==> src/rtl/render_pkg.sv <==
// render_pkg
//   Shared definitions for the renderer pixel path: render resolution (also
//   used by the framebuffer writer), coordinate widths, the sequencer state
//   encoding and the packed pixel coordinate carried through the FIFO.
package render_pkg;

   localparam int RENDER_WIDTH  = 512;
   localparam int RENDER_HEIGHT = 384;
   localparam int COORD_X_W     = 11;
   localparam int COORD_Y_W     = 10;

   typedef enum logic [1:0] {IDLE, ISSUE, DRAIN} sequencer_state_t;

   typedef struct packed {
      logic [COORD_X_W-1:0] x;
      logic [COORD_Y_W-1:0] y;
   } pixel_coord_t;

endpackage

==> src/rtl/coord_fifo.sv <==
// coord_fifo
//   Synchronous FIFO of pixel coordinates with asynchronous active-high reset.
//   Ports:
//     clk_in, rst_in      clock, async active-high reset
//     push, push_data     write request / data (ignored when full)
//     pop                 read request (ignored when empty)
//     pop_data            head entry, valid whenever !empty
//     full, empty, count  occupancy status
import render_pkg::*;

module coord_fifo #(
   parameter int DEPTH = 8
) (
   input  logic                       clk_in,
   input  logic                       rst_in,
   input  logic                       push,
   input  pixel_coord_t               push_data,
   input  logic                       pop,
   output pixel_coord_t               pop_data,
   output logic                       full,
   output logic                       empty,
   output logic [$clog2(DEPTH):0]     count
);

   localparam int AW = $clog2(DEPTH);
   localparam int CW = AW + 1;

   pixel_coord_t    mem [DEPTH];
   logic [AW-1:0]   wr_ptr;
   logic [AW-1:0]   rd_ptr;
   logic            do_push;
   logic            do_pop;

   assign full     = (count == CW'(DEPTH));
   assign empty    = (count == '0);
   assign do_push  = push && !full;
   assign do_pop   = pop && !empty;
   assign pop_data = mem[rd_ptr];

   // Storage needs no reset; occupancy is tracked by the pointers and count.
   always_ff @(posedge clk_in) begin
      if (do_push) mem[wr_ptr] <= push_data;
   end

   // DEPTH is a power of two, so pointers wrap naturally.
   always_ff @(posedge clk_in or posedge rst_in) begin
      if (rst_in) begin
         wr_ptr <= '0;
         rd_ptr <= '0;
         count  <= '0;
      end else begin
         if (do_push) wr_ptr <= wr_ptr + AW'(1);
         if (do_pop)  rd_ptr <= rd_ptr + AW'(1);
         case ({do_push, do_pop})
            2'b10:   count <= count + CW'(1);
            2'b01:   count <= count - CW'(1);
            default: count <= count;
         endcase
      end
   end

endmodule

==> src/rtl/render_pixel_sequencer.sv <==
// render_pixel_sequencer
//   Sweeps every render pixel (x fastest, then y) once per frame, issuing
//   coordinate requests to a variable-latency shader under valid/ready. Issued
//   coordinates wait in a FIFO and are paired with in-order shader responses,
//   producing one framebuffer write the cycle after each response.
//   Ports:
//     clk_in, rst_in            clock, async active-high reset
//     start_frame               pulse; starts a sweep when idle
//     busy, frame_done          sweep in progress / last write strobe
//     frame_count               completed frames (wraps)
//     req_x/req_y/req_valid/req_ready        shader request channel
//     resp_valid/resp_r/g/b/resp_visible      shader response channel
//     x/y_out_block, r/g/b_out_formatted, block_visible_out, valid_out
//                               framebuffer write channel
//     protocol_error            sticky; response arrived with nothing pending
import render_pkg::*;

module render_pixel_sequencer #(
   parameter int WIDTH           = RENDER_WIDTH,
   parameter int HEIGHT          = RENDER_HEIGHT,
   parameter int MAX_OUTSTANDING = 8
) (
   input  logic        clk_in,
   input  logic        rst_in,
   input  logic        start_frame,
   output logic        busy,
   output logic        frame_done,
   output logic [7:0]  frame_count,
   output logic [10:0] req_x,
   output logic [9:0]  req_y,
   output logic        req_valid,
   input  logic        req_ready,
   input  logic        resp_valid,
   input  logic [3:0]  resp_r,
   input  logic [3:0]  resp_g,
   input  logic [3:0]  resp_b,
   input  logic        resp_visible,
   output logic [10:0] x_out_block,
   output logic [9:0]  y_out_block,
   output logic [3:0]  r_out_formatted,
   output logic [3:0]  g_out_formatted,
   output logic [3:0]  b_out_formatted,
   output logic        block_visible_out,
   output logic        valid_out,
   output logic        protocol_error
);

   localparam int CW = $clog2(MAX_OUTSTANDING) + 1;
   localparam logic [COORD_X_W-1:0] X_LAST = COORD_X_W'(WIDTH - 1);
   localparam logic [COORD_Y_W-1:0] Y_LAST = COORD_Y_W'(HEIGHT - 1);

   sequencer_state_t state, state_nxt;
   pixel_coord_t     cursor;
   pixel_coord_t     head;
   logic [CW-1:0]    count;
   logic             full;
   logic             empty;
   logic             push;
   logic             pop;
   logic             last_pixel;
   logic             start_ok;
   logic             drain_done;

   assign req_x      = cursor.x;
   assign req_y      = cursor.y;
   assign push       = req_valid && req_ready;
   assign pop        = resp_valid && !empty;
   assign last_pixel = (cursor.x == X_LAST) && (cursor.y == Y_LAST);

   coord_fifo #(.DEPTH(MAX_OUTSTANDING)) u_fifo (
      .clk_in    (clk_in),
      .rst_in    (rst_in),
      .push      (push),
      .push_data (cursor),
      .pop       (pop),
      .pop_data  (head),
      .full      (full),
      .empty     (empty),
      .count     (count)
   );

   always_ff @(posedge clk_in or posedge rst_in) begin
      if (rst_in) state <= IDLE;
      else        state <= state_nxt;
   end

   // The frame finishes on the edge that pops the last outstanding entry, so
   // frame_done, busy and frame_count all change together with the final
   // write strobe. The empty/no-response term keeps DRAIN from locking up.
   always_comb begin
      state_nxt  = state;
      req_valid  = 1'b0;
      start_ok   = 1'b0;
      drain_done = 1'b0;
      case (state)
         IDLE: begin
            if (start_frame) begin
               start_ok  = 1'b1;
               state_nxt = ISSUE;
            end
         end
         ISSUE: begin
            req_valid = !full;
            if (req_valid && req_ready && last_pixel) state_nxt = DRAIN;
         end
         DRAIN: begin
            drain_done = (pop && count == CW'(1)) || (empty && !resp_valid);
            if (drain_done) state_nxt = IDLE;
         end
         default: state_nxt = IDLE;
      endcase
   end

   always_ff @(posedge clk_in or posedge rst_in) begin
      if (rst_in) begin
         cursor            <= '0;
         busy              <= 1'b0;
         frame_done        <= 1'b0;
         frame_count       <= '0;
         x_out_block       <= '0;
         y_out_block       <= '0;
         r_out_formatted   <= '0;
         g_out_formatted   <= '0;
         b_out_formatted   <= '0;
         block_visible_out <= 1'b0;
         valid_out         <= 1'b0;
         protocol_error    <= 1'b0;
      end else begin
         if (start_ok) begin
            cursor <= '0;
         end else if (push) begin
            if (last_pixel) begin
               cursor <= '0;
            end else if (cursor.x == X_LAST) begin
               cursor.x <= '0;
               cursor.y <= cursor.y + COORD_Y_W'(1);
            end else begin
               cursor.x <= cursor.x + COORD_X_W'(1);
            end
         end

         if (start_ok)        busy <= 1'b1;
         else if (drain_done) busy <= 1'b0;

         frame_done <= drain_done;
         if (drain_done) frame_count <= frame_count + 8'd1;

         // Colour is forwarded untouched even for invisible pixels.
         valid_out <= pop;
         if (pop) begin
            x_out_block       <= head.x;
            y_out_block       <= head.y;
            r_out_formatted   <= resp_r;
            g_out_formatted   <= resp_g;
            b_out_formatted   <= resp_b;
            block_visible_out <= resp_visible;
         end

         if (resp_valid && empty) protocol_error <= 1'b1;
      end
   end

endmodule

==> config.mk <==
export PLATFORM = sky130hd
export DESIGN_NAME = render_pixel_sequencer
export DESIGN_NICKNAME = d
export VERILOG_FILES = /design/src/rtl/render_pkg.sv /design/src/rtl/coord_fifo.sv /design/src/rtl/render_pixel_sequencer.sv
export SDC_FILE = /design/constraint.sdc
export NUM_CORES = 1
export LEC_CHECK = 0
export BUFFER_PORTS_ARGS = -buffer_cell sky130_fd_sc_hd__buf_2
export CAP_MARGIN = 10
export CORE_AREA = 2 2 202 204
export DETAILED_ROUTE_END_ITERATION = 10
export DIE_AREA = 0 0 204 206
export SETUP_SLACK_MARGIN = 0.05
export SYNTH_ARGS = -nofsm -noshare
export SYNTH_HDL_FRONTEND = slang
export SYNTH_SLANG_ARGS = --single-unit
==> constraint.sdc <==
create_clock -name clk_in -period 4.5 [get_ports clk_in]
set_clock_uncertainty 0.1 [all_clocks]
set_input_delay 0 -clock clk_in [delete_from_list [all_inputs] [get_ports clk_in]]
set_output_delay 0 -clock clk_in [all_outputs]
set_load 0.005 [all_outputs]
==> qor.yml, run 1 <==
outcome:
  status: "finished clean"
synthesis:
  synth_top_family_by_area: "multiplexers"
  yosys.area.top_type: "edfxtp_1"
  synth_compound_gate_area_share_pct: 3.70
  synth-edff-count: 168
  synth_xor_area_share_pct: 2.05
  syn_nets: 622
  yosys_most_used_dff: "edfxtp_1"
  netlist.area_leader.share_pct: 51.4
  ys_seq_area_share_pct: 71.6
  ys_ff_latch: 247
  ys_warn_count: 0
  synth.area.mux_share_pct: 12.0
  synth_area_leaders: "edfxtp_1, dfrtp_1, mux4_2, nand2_1, mux2i_1"
  synth_fa_ha_area_share_pct: 1.15
  synth_area_per_cell_sq_um: 16.5
  synth_cells: 595
  syn_area_sq_mm: 0.00981
  synthSimpleGateAreaFrac_pct: 8.09
  async_flop_share_pct: 32.0
  ys_types: 55
place:
  port_buffers: 85
  finalWeightedCongestion: 0.774
  place_hpwl_mm: 12.9
  place_inst: 1202
  dpl_cell_area_sq_mm: 0.0110
pwr:
  total_power_mw: 7.37
  ir_drop_v: 0.000307
  p_leak_nw: 4.53
  power_density_mw_per_mm2: 609
setup_path:
  cp.required_ns: 4.81
  cp-start-kind: "flop"
  end_kind: "flop"
  cpPeakStageDelay_ns: 0.63
  worstPathCellList: "nand2_1, nor4b_1, nand4_1, o21ai_0, nand2_1, dlygate4sd3_1"
  worst-setup-path-type: "flop to flop"
  critPathSlowestCell: "dfrtp_1"
  cp_max_fo: 15
  critical_path_arrival_ns: 3.06
  cp_common_cell: "nand2_1"
flow_run:
  cap_violations: 0
global_route:
  overflow: 0
  antenna_found_initial: 0
  grt_max_degree: 58
  grt_usage_pct: 9.97
  grt_pass1_vias: 5513
  grt_pass1_wl_mm: 32.0
layout:
  design_area_sq_mm: 0.0121
  final_common_cell: "edfxtp_1"
  layout-drive-gt1-share_pct: 28.6
  finish.net_count: 744
  mostFrequentLayoutCells: "edfxtp_1, nand2_1, buf_2"
  num_antenna_cells: 0
  fillers: 3999
  area_growth_pct: 23.3
  final_cells: 1267
floorplanning:
  dieArea_sq_mm: 0.0420
  design.portCount: 86
  rows: 74
  die_x_microns: 204
  die_y_microns: 206
  initial_core_util_pct: 24.4
  core_area_sq_mm: 0.0402
route:
  vias: 5286
  postRouteAntennaNets: 0
  routedWlPerCell_microns: 16.3
  routed_wl_mm: 20.6
  viasPerCell: 4.17
  first_pass_iters: 4
  drt_iter0_drc: 308
  drc: 0
clocking:
  cts.repair.resized: 0
  postCtsSetupRepairBufs: 0
  clk_pin_slew_ns: 0.06
  cts-buffers-inserted: 26
  clk_latency_ns: 0.54
  htreeDepth: 1
  cts_buffer_depth: 3
  clockRootBuffer: "clkbuf_16"
  clock_sinks: 247
  cts_tree: "yes"
min_path:
  hold_class: "primary input to flop"
sta:
  period_minus_slack_ns: 2.74
  period_share_pct: 61.0
  fmax_mhz: 365
  rsz0062_at_grt: "no"
  worst_slew_pin_slew_ns: 0.932
  setup_viol: 0
  finalHoldViolCount: 0
  tns_ns: 0
  slew_violations: 0
  relSlewSlack_pct: 37.6
-- registers in the layout, indices dropped and copies added (netlist names) --
| name | flops |
|---|---|
| b_out_formatted | 4 |
| block_visible_out | 1 |
| busy | 1 |
| frame_count | 8 |
| frame_done | 1 |
| g_out_formatted | 4 |
| protocol_error | 1 |
| r_out_formatted | 4 |
| req_x | 11 |
| req_y | 10 |
| state | 2 |
| u_fifo.count | 4 |
| u_fifo.mem | 168 |
| u_fifo.rd_ptr | 3 |
| u_fifo.wr_ptr | 3 |
| valid_out | 1 |
| x_out_block | 11 |
| y_out_block | 10 |
-- per-stage QoR --
stage / setup slack, ns / hold WS (ns) / utilization [%]
2_1_floorplan: 0.443 / 0.00544 / -
3_3_place_gp: 1.99 / -0.0218 / 27.3
3_5_place_dp: 1.90 / -0.0146 / 27.3
4_1_cts: 1.72 / 0.0654 / 30.1
5_1_grt: 1.64 / 0.0927 / 30.1
6_report: 1.76 / 0.0906 / 30.1
-- cell families (layout without fill, tap and decap cells) --
logic type | Yosys count | after routing
DFF | 247 | 247
AOI/OAI and AO/OA | 57 | 57
adders and majority gates | 9 | 9
xor gates and xnor gates | 23 | 23
muxes | 65 | 65
and+or+nand+nor | 161 | 161
buffers and inverters | 33 | 173
-- cells in the mapped netlist, drive strengths merged (2+ instances only) --
cell / n
or2: 2
nand2: 89
nand3b: 2
a21o: 4
ha: 9
nor2: 18
xnor2: 16
mux2i: 22
nand2b: 2
nor4b: 3
edfxtp: 168
a21oi: 6
nand4: 6
clkbuf: 14
o21ai: 31
and2: 4
a31oi: 2
buf: 11
o31ai: 2
nand3: 8
nor3: 6
mux4: 42
inv: 8
and4: 2
xor2: 7
and3: 4
nand4b: 2
a22o: 4
nor3b: 6
or3: 3
dfrtp: 79
a211oi: 3
-- power by group --
group / leakage, nW / internal (mW) / switching, mW
Sequential: 2.53 / 2.95 / 0.380
Clock: 0.450 / 1.47 / 0.894
Combinational: 1.55 / 0.823 / 0.852
-- worst max-delay path, delay by kind of cell, from the launching register on --
kind / cells / cell delay, ns
flops: 1 / 0.63
simple gates: 4 / 1.07
buf+inv: 1 / 0.55
compound gates: 1 / 0.28
-- layout make-up --
type                            instances  area, sq um  share of cell area, %
Inverter                                8         32.5                  0.269
Timing Repair Buffer                  119          728                   6.02
Clock inverter                         17          290                   2.40
Sequential cell                       247         7020                   58.1
Multi-Input combinational cell        315         2690                   22.3
Tap cell                              532          666                   5.50
Clock buffer                           29          662                   5.47
-- layer usage --
metal,vias up,GRT usage [%],share of wire [%]
met3,26,2.49,7.0
met2,121,16.6,48
met1,2640,13.2,43
met5,-,0,0
met4,0,1.97,1.7
li1,2499,-,-
-- final timing paths --
kind / start / to / slack (ns) / cells past startpoint
worst max-delay path: req_y[5] / state[0] / 1.76 / 6
worst max register to register: req_y[5] / state[0] / 1.76 / 6
worst min-delay path: resp_g[2] / g_out_formatted[2] / 0.09 / 4
worst min register to register: g_out_formatted[3] / g_out_formatted[3] / 0.37 / 2
max in group asynchronous: rst_in / u_fifo.wr_ptr[2] / 2.75 / 5
min in group asynchronous: rst_in / x_out_block[0] / 0.52 / 4
-- repair_timing --
item	CTS	global route
hold endpoints to repair	57	0
hold buffers	19	0
setup endpoints to repair	0	0
Note: power is estimated with default switching activity, not from simulation.
==> run 2, diff against run 1 <==
==> constraint.sdc (replaced) <==
create_clock -name clk_in -period 2.71 [get_ports clk_in]
set_clock_uncertainty 0.1 [all_clocks]
set_input_delay 0 -clock clk_in [delete_from_list [all_inputs] [get_ports clk_in]]
set_output_delay 0 -clock clk_in [all_outputs]
set_load 0.005 [all_outputs]
==> run 2 against run 1 <==
  * Clock power rose by 58%
  * Sequential power up 62%
  * Via count grew 4.3%
  * Non-clock buffer count grew 30
  * Setup slack lost 1.6 ns
  * Clock-buffer cell count up 3
  * Flip-flop and latch count unchanged
  * Design area up 2.9%
  * Hold slack lost 0.046 ns
  * Global-route usage up 0.55 points
  * Critical endpoint unchanged
  * Largest cell class unchanged
==> qor.yml, run 2 (synthesis results as in run 1) <==
layout:
  top_register: "u_fifo.mem"  # unchanged
  layout-drive-gt1-share_pct: 30.3  # was 28.6%
  area_growth_pct: 26.8  # was 23.3%
  regArea_sq_mm: 0.00703  # was 0.00702 sq mm
  final_common_cell: "edfxtp_1"  # unchanged
  num_antenna_cells: 0  # unchanged
  finish.net_count: 775  # was 744
  multiInputGateArea_sq_mm: 0.00274  # was 0.00269 sq mm
  fillers: 3986  # was 3,999
  largest_reg_flops: 168  # unchanged
  mostFrequentLayoutCells: "edfxtp_1, nand2_1, buf_2"  # unchanged
route:
  viasPerCell: 4.24  # was 4.17
  first_pass_iters: 4  # unchanged
  vias: 5511  # was 5,286
  routedWlPerCell_microns: 16.8  # was 16.3 microns
  drc: 0  # unchanged
  postRouteAntennaNets: 0  # unchanged
  drt_iter0_drc: 328  # was 308
  routed_wl_mm: 21.8  # was 20.6 mm
floorplanning:
  core_area_sq_mm: 0.0402  # unchanged
  design.portCount: 86  # unchanged
  die_y_microns: 206  # unchanged
  initial_core_util_pct: 24.4  # unchanged
  dieArea_sq_mm: 0.0420  # unchanged
  die_x_microns: 204  # unchanged
  rows: 74  # unchanged
sta:
  finalHoldViolCount: 0  # unchanged
  setup_viol: 0  # unchanged
  period_minus_slack_ns: 2.52  # was 2.74 ns
  timing.hold.ws_ns: 0.0442  # was 0.0906 ns
  slew_violations: 0  # unchanged
  fmax_mhz: 398  # was 365 MHz
  period_share_pct: 92.8  # was 61.0%
  relSlewSlack_pct: 50.3  # was 37.6%
  worst_slew_pin_slew_ns: 0.746  # was 0.932 ns
  rsz0062_at_grt: "yes"  # was no
pwr:
  power_density_mw_per_mm2: 999  # was 609 mW/mm^2
  total_power_mw: 12.4  # was 7.37 mW
  ir_drop_v: 0.000441  # was 0.000307 V
  p_leak_nw: 4.68  # was 4.53 nW
clocking:
  clk_pin_slew_ns: 0.06  # about the same
  cts-buffers-inserted: 27  # was 26
  clock_sinks: 247  # unchanged
  clk_latency_ns: 0.53  # was 0.54 ns
  cts_buffer_depth: 3  # unchanged
  clockRootBuffer: "clkbuf_16"  # unchanged
  htreeDepth: 1  # unchanged
  postCtsSetupRepairBufs: 0  # unchanged
  cts_tree: "yes"  # unchanged
setup_path:
  end_kind: "flop"  # unchanged
  critical_path_arrival_ns: 2.83  # was 3.06 ns
  worst-setup-path-type: "flop to flop"  # unchanged
  cp.required_ns: 3.03  # was 4.81 ns
  cp-start-kind: "flop"  # unchanged
  cp-startpoint: "req_y[4]"  # was req_y[5]
  cp_max_fo: 11  # was 15
  worstReg2RegStart: "req_y[4]"  # was req_y[5]
min_path:
  hold_class: "primary input to async pin"  # was primary input to flop
global_route:
  overflow: 0  # unchanged
  antenna_found_initial: 0  # unchanged
  grt_pass1_wl_mm: 33.9  # was 32.0 mm
  grt_max_degree: 58  # unchanged
  grt_usage_pct: 10.5  # was 9.97%
  grt_pass1_vias: 5708  # was 5,513
outcome:
  status: "finished clean"  # unchanged
place:
  place_hpwl_mm: 14.2  # was 12.9 mm
  finalWeightedCongestion: 0.723  # was 0.774
  port_buffers: 85  # unchanged
flow_run:
  cap_violations: 0  # unchanged
[run 2: cell count changes in the layout (fill, tap and decap cells not counted), sizes merged]
| cell | previous run | this run |
|---|---|---|
| dlygate4sd3 | 19 | 31 |
| clkinv | 5 | 7 |
| clkbuf | 29 | 32 |
| bufinv | 7 | 4 |
| buf | 100 | 118 |
| inv | 9 | 10 |
[run 2: area by class of cell]
class                      count  share of cell area, %
inverter                       8                  0.261
multi-input combinational    315                   22.0
clock buffer                  32                   5.66
timing repair buffer         149                   8.61
sequential                   247                   56.5
clock inverter                17                   1.62
tap                          532                   5.35
[run 2: metal layers]
layer / global-route usage, % / wire length [microns]
met1: 14.6 / 10200
met2: 16.6 / 10000
met3: 2.55 / 1180
met4: 2.46 / 395
met5: 0 / 0
[run 2: repair_timing]
action                                 4_1_cts  5_1_grt
endpoints found under the hold margin       84        0
hold buffers                                31        0
setup endpoints to repair                    0       65
resized for setup                            0        5
[run 2: through the flow]
| stage | setup TNS, ns | instance area (sq um) | util, % | setup slack [ns] | instances |
|---|---|---|---|---|---|
| after global routing | 0 | 12400 | 31.0 | 0.0121 | 1300 |
| after detailed placement | 0 | 11200 | 27.9 | 0.143 | 1220 |
| after floorplan | -27.95 | 9840 | - | -0.542 | 595 |
| after CTS | 0 | 12400 | 30.9 | 0.0814 | 1300 |
| final | 0 | 12400 | 31.0 | 0.195 | 1300 |
| after global placement | 0 | 11200 | 27.9 | 0.226 | 1220 |
[run 2: worst max-delay path, cell delays in order, from the launching register on]
cell,delay (ns)
dfrtp_1,0.60
and3_1,0.23
and2_0,0.29
buf_4,0.18
nand4_1,0.14
o21ai_0,0.23
nand2_1,0.07
dlygate4sd3_1,0.55
[run 2: report_power, final]
group	switching [mW]	internal (mW)
clock network	1.48	2.24
registers	0.480	4.90
logic	1.75	1.58
[run 2: worst paths after layout]
path | slack (ns) | endpoint | cells past startpoint
worst max register to register | 0.19 | state[0] | 7
worst min-delay path | 0.04 | frame_count[2] | 3
min in group clk_in | 0.17 | busy | 4
max in group asynchronous | 1.76 | req_y[0] | 4
worst max-delay path | 0.19 | state[0] | 7
worst min register to register | 0.37 | frame_count[7] | 1
==> run 3, diff against run 2 <==
--- a/config.mk
+++ b/config.mk
@@ -5,11 +5,12 @@
 export SDC_FILE = /design/constraint.sdc
 export NUM_CORES = 1
 export LEC_CHECK = 0
+export ABC_AREA = 1
 export BUFFER_PORTS_ARGS = -buffer_cell sky130_fd_sc_hd__buf_2
 export CAP_MARGIN = 10
-export CORE_AREA = 2 2 202 204
+export CORE_AREA = 2 2 207 209
 export DETAILED_ROUTE_END_ITERATION = 10
-export DIE_AREA = 0 0 204 206
+export DIE_AREA = 0 0 209 211
 export SETUP_SLACK_MARGIN = 0.05
 export SYNTH_ARGS = -nofsm -noshare
 export SYNTH_HDL_FRONTEND = slang
==> run 3 against run 2 <==
  * Critical path depth increased by 2
  * Global-route usage increased by 0.52 points
  * Die area increased by 4.9%
==> qor.yml, run 3 <==
global_route:
  grt_max_degree: 107  # was 58
  grt_pass1_vias: 6821  # was 5,708
  grt_usage_pct: 11.0  # was 10.5%
  grt_pass1_wl_mm: 38.5  # was 33.9 mm
  antenna_found_initial: 0  # unchanged
  overflow: 0  # unchanged
synthesis:
  ys_seq_area_share_pct: 67.7  # was 71.6%
  synth_top_cells_by_count: "nand2_1, edfxtp_1, nor2_1"  # was edfxtp_1, nand2_1, dfrtp_1
  syn_nets: 955  # was 622
  synth_area_leaders: "edfxtp_1, dfrtp_1, nand2_1, o21ai_0, nor2_1"  # was edfxtp_1, dfrtp_1, mux4_2, nand2_1, mux2i_1
  ys_warn_count: 0  # unchanged
  synth_cells: 928  # was 595
  yosys.area.top_type: "edfxtp_1"  # unchanged
  synth-edff-count: 168  # unchanged
  yosys_most_used_dff: "edfxtp_1"  # unchanged
  synth_area_per_cell_sq_um: 11.2  # was 16.5 sq um
  ys_ff_latch: 247  # unchanged
  ys_types: 36  # was 55
  netlist.area_leader.share_pct: 48.7  # was 51.4%
  async_flop_share_pct: 32.0  # unchanged
  syn_area_sq_mm: 0.0104  # was 0.00981 sq mm
  yosysMostFrequentCell: "nand2_1"  # was edfxtp_1
layout:
  top_register: "u_fifo.mem"  # unchanged
  num_antenna_cells: 0  # unchanged
  largest_reg_flops: 168  # unchanged
  area_growth_pct: 21.7  # was 26.8%
  layout-drive-gt1-share_pct: 17.7  # was 30.3%
  final_common_cell: "nand2_1"  # was edfxtp_1
  final_cells: 1602  # was 1,300
  finish.net_count: 1068  # was 775
  mostFrequentLayoutCells: "nand2_1, edfxtp_1, nor2_1"  # was edfxtp_1, nand2_1, buf_2
route:
  routed_wl_mm: 24.5  # was 21.8 mm
  routedWlPerCell_microns: 15.3  # was 16.8 microns
  drt_iter0_drc: 462  # was 328
  first_pass_iters: 5  # was 4
  postRouteAntennaNets: 0  # unchanged
  drc: 0  # unchanged
  viasPerCell: 4.37  # was 4.24
  vias: 7005  # was 5,511
sta:
  fmax_mhz: 408  # was 398 MHz
  setup_viol: 0  # unchanged
  finalHoldViolCount: 0  # unchanged
  tns_ns: 0  # unchanged
  rsz0062_at_grt: "no"  # was yes
  period_minus_slack_ns: 2.45  # was 2.52 ns
  period_share_pct: 90.4  # was 92.8%
  relSlewSlack_pct: 45.6  # was 50.3%
  worst_slew_pin_slew_ns: 0.816  # was 0.746 ns
  slew_violations: 0  # unchanged
setup_path:
  r2r_end: "state[1]"  # was state[0]
  worstReg2RegStart: "req_x[5]"  # was req_y[4]
  r2r_cells: 9  # was 7
  critical_path_arrival_ns: 2.83  # about the same
  r2r_slack_ns: 0.26  # was 0.19 ns
  cp_max_fo: 14  # was 11
  end_kind: "flop"  # unchanged
  cp.required_ns: 3.09  # was 3.03 ns
  cp-start-kind: "flop"  # unchanged
  worst-setup-path-type: "flop to flop"  # unchanged
min_path:
  min_from: "resp_b[3]"
  hold_end: "b_out_formatted[3]"
  hold_class: "primary input to flop"  # was primary input to async pin
  whs_path_depth: 4
clocking:
  clk_pin_slew_ns: 0.06  # about the same
  postCtsSetupRepairBufs: 0  # unchanged
  cts-buffers-inserted: 28  # was 27
  clockRootBuffer: "clkbuf_16"  # unchanged
  cts_buffer_depth: 3  # unchanged
  clk_latency_ns: 0.54  # was 0.53 ns
  cts_tree: "yes"  # unchanged
  htreeDepth: 1  # unchanged
  clock_sinks: 247  # unchanged
floorplanning:
  rows: 75  # was 74
  die_x_microns: 209  # was 204 microns
  dieArea_sq_mm: 0.0441  # was 0.0420 sq mm
  design.portCount: 86  # unchanged
  core_area_sq_mm: 0.0418  # was 0.0402 sq mm
  initial_core_util_pct: 24.8  # was 24.4%
  die_y_microns: 211  # was 206 microns
place:
  finalWeightedCongestion: 0.777  # was 0.723
  place_hpwl_mm: 15.0  # was 14.2 mm
  port_buffers: 85  # unchanged
  place_inst: 1531  # was 1,220
flow_run:
  cap_violations: 0  # unchanged
pwr:
  p_leak_nw: 4.99  # was 4.68 nW
  power_density_mw_per_mm2: 999  # about the same
  ir_drop_v: 0.000518  # was 0.000441 V
outcome:
  status: "finished clean"  # unchanged
-- run 3: cell types whose count changed after synthesis, sizes merged, moves of 6 or more --
cell    change
mux2i      -22
nor2      +107
xnor2      -10
nand3      +45
nand2      +87
o211ai     +42
a21oi      +25
o21ai      +76
inv        +58
buf        +14
nor3b       -6
mux4       -42
-- run 3: per-stage QoR --
stage                     area [sq um]  util, %  power (mW)  hold slack (ns)  worst slack, ns
final                            12600     30.2        12.6           0.0834            0.260
after global routing             12600     30.2        13.4           0.0915           0.0948
after CTS                        12600     30.2        12.8           0.0628            0.127
after detailed placement         11500     27.5        8.92          -0.0370            0.422
after global placement           11500     27.5        8.82          -0.0375            0.470
after floorplan                  10400        -        7.64          0.00962           0.0798
-- run 3: worst max-delay path by stage --
stage	from	to	slack, ns	cells past startpoint
after floorplan	u_fifo.count[0]	u_fifo.mem[2][0]	0.08	6
after global placement	u_fifo.count[0]	u_fifo.mem[1][16]	0.47	8
after detailed placement	u_fifo.count[0]	u_fifo.mem[1][4]	0.42	8
after CTS	req_y[0]	state[1]	0.13	10
after global routing	req_x[5]	state[1]	0.09	9
final	req_x[5]	state[1]	0.26	9
-- run 3: layout make-up --
type / instances / area (sq um)
Clock buffer: 37 / 764
Clock inverter: 15 / 190
Inverter: 66 / 253
Tap cell: 539 / 674
Timing Repair Buffer: 123 / 808
Multi-Input combinational cell: 575 / 2900
Sequential cell: 247 / 7030
Fill cell: 4220 / 29100
-- run 3: power breakdown --
| group | switching (mW) | total (mW) | internal (mW) |
|---|---|---|---|
| Combinational | 2.19 | 3.36 | 1.17 |
| Sequential | 0.517 | 5.43 | 4.91 |
| Clock | 1.53 | 3.82 | 2.29 |
-- run 3: kinds of logic after synthesis --
kind of cell    Yosys count  synth area share, %
compound gates          183                 10.1
buf+inv                 106                 4.66
xor+xnor                 17                 1.44
simple gates            366                 15.0
fa+ha+maj                 9                 1.09
flops                   247                 67.7
-- run 3: critical path, stage by stage (launching register included) --
cell	delay (ns)
dfrtp_1	0.71
nand2_1	0.19
nor2_4	0.23
nand2_1	0.11
nor2_2	0.14
nand2_1	0.08
nor2_2	0.10
nand3_1	0.08
dlygate4sd3_1	0.57
nand2_1	0.06
-- run 3: timing repair --
item | CTS | global route
setup endpoints to repair | 0 | 1
gates resized for setup | 0 | 4
endpoints found under the hold margin | 122 | 0
hold buffers | 19 | 0
-- run 3: routing by layer --
| layer | global-route usage (%) | wire length [microns] | vias to the layer above |
|---|---|---|---|
| li1 | - | - | 3434 |
| met1 | 15.0 | 11400 | 3384 |
| met2 | 18.3 | 11600 | 151 |
| met3 | 1.95 | 1090 | 36 |
| met4 | 2.59 | 421 | 0 |
| met5 | 0 | 0 | - |
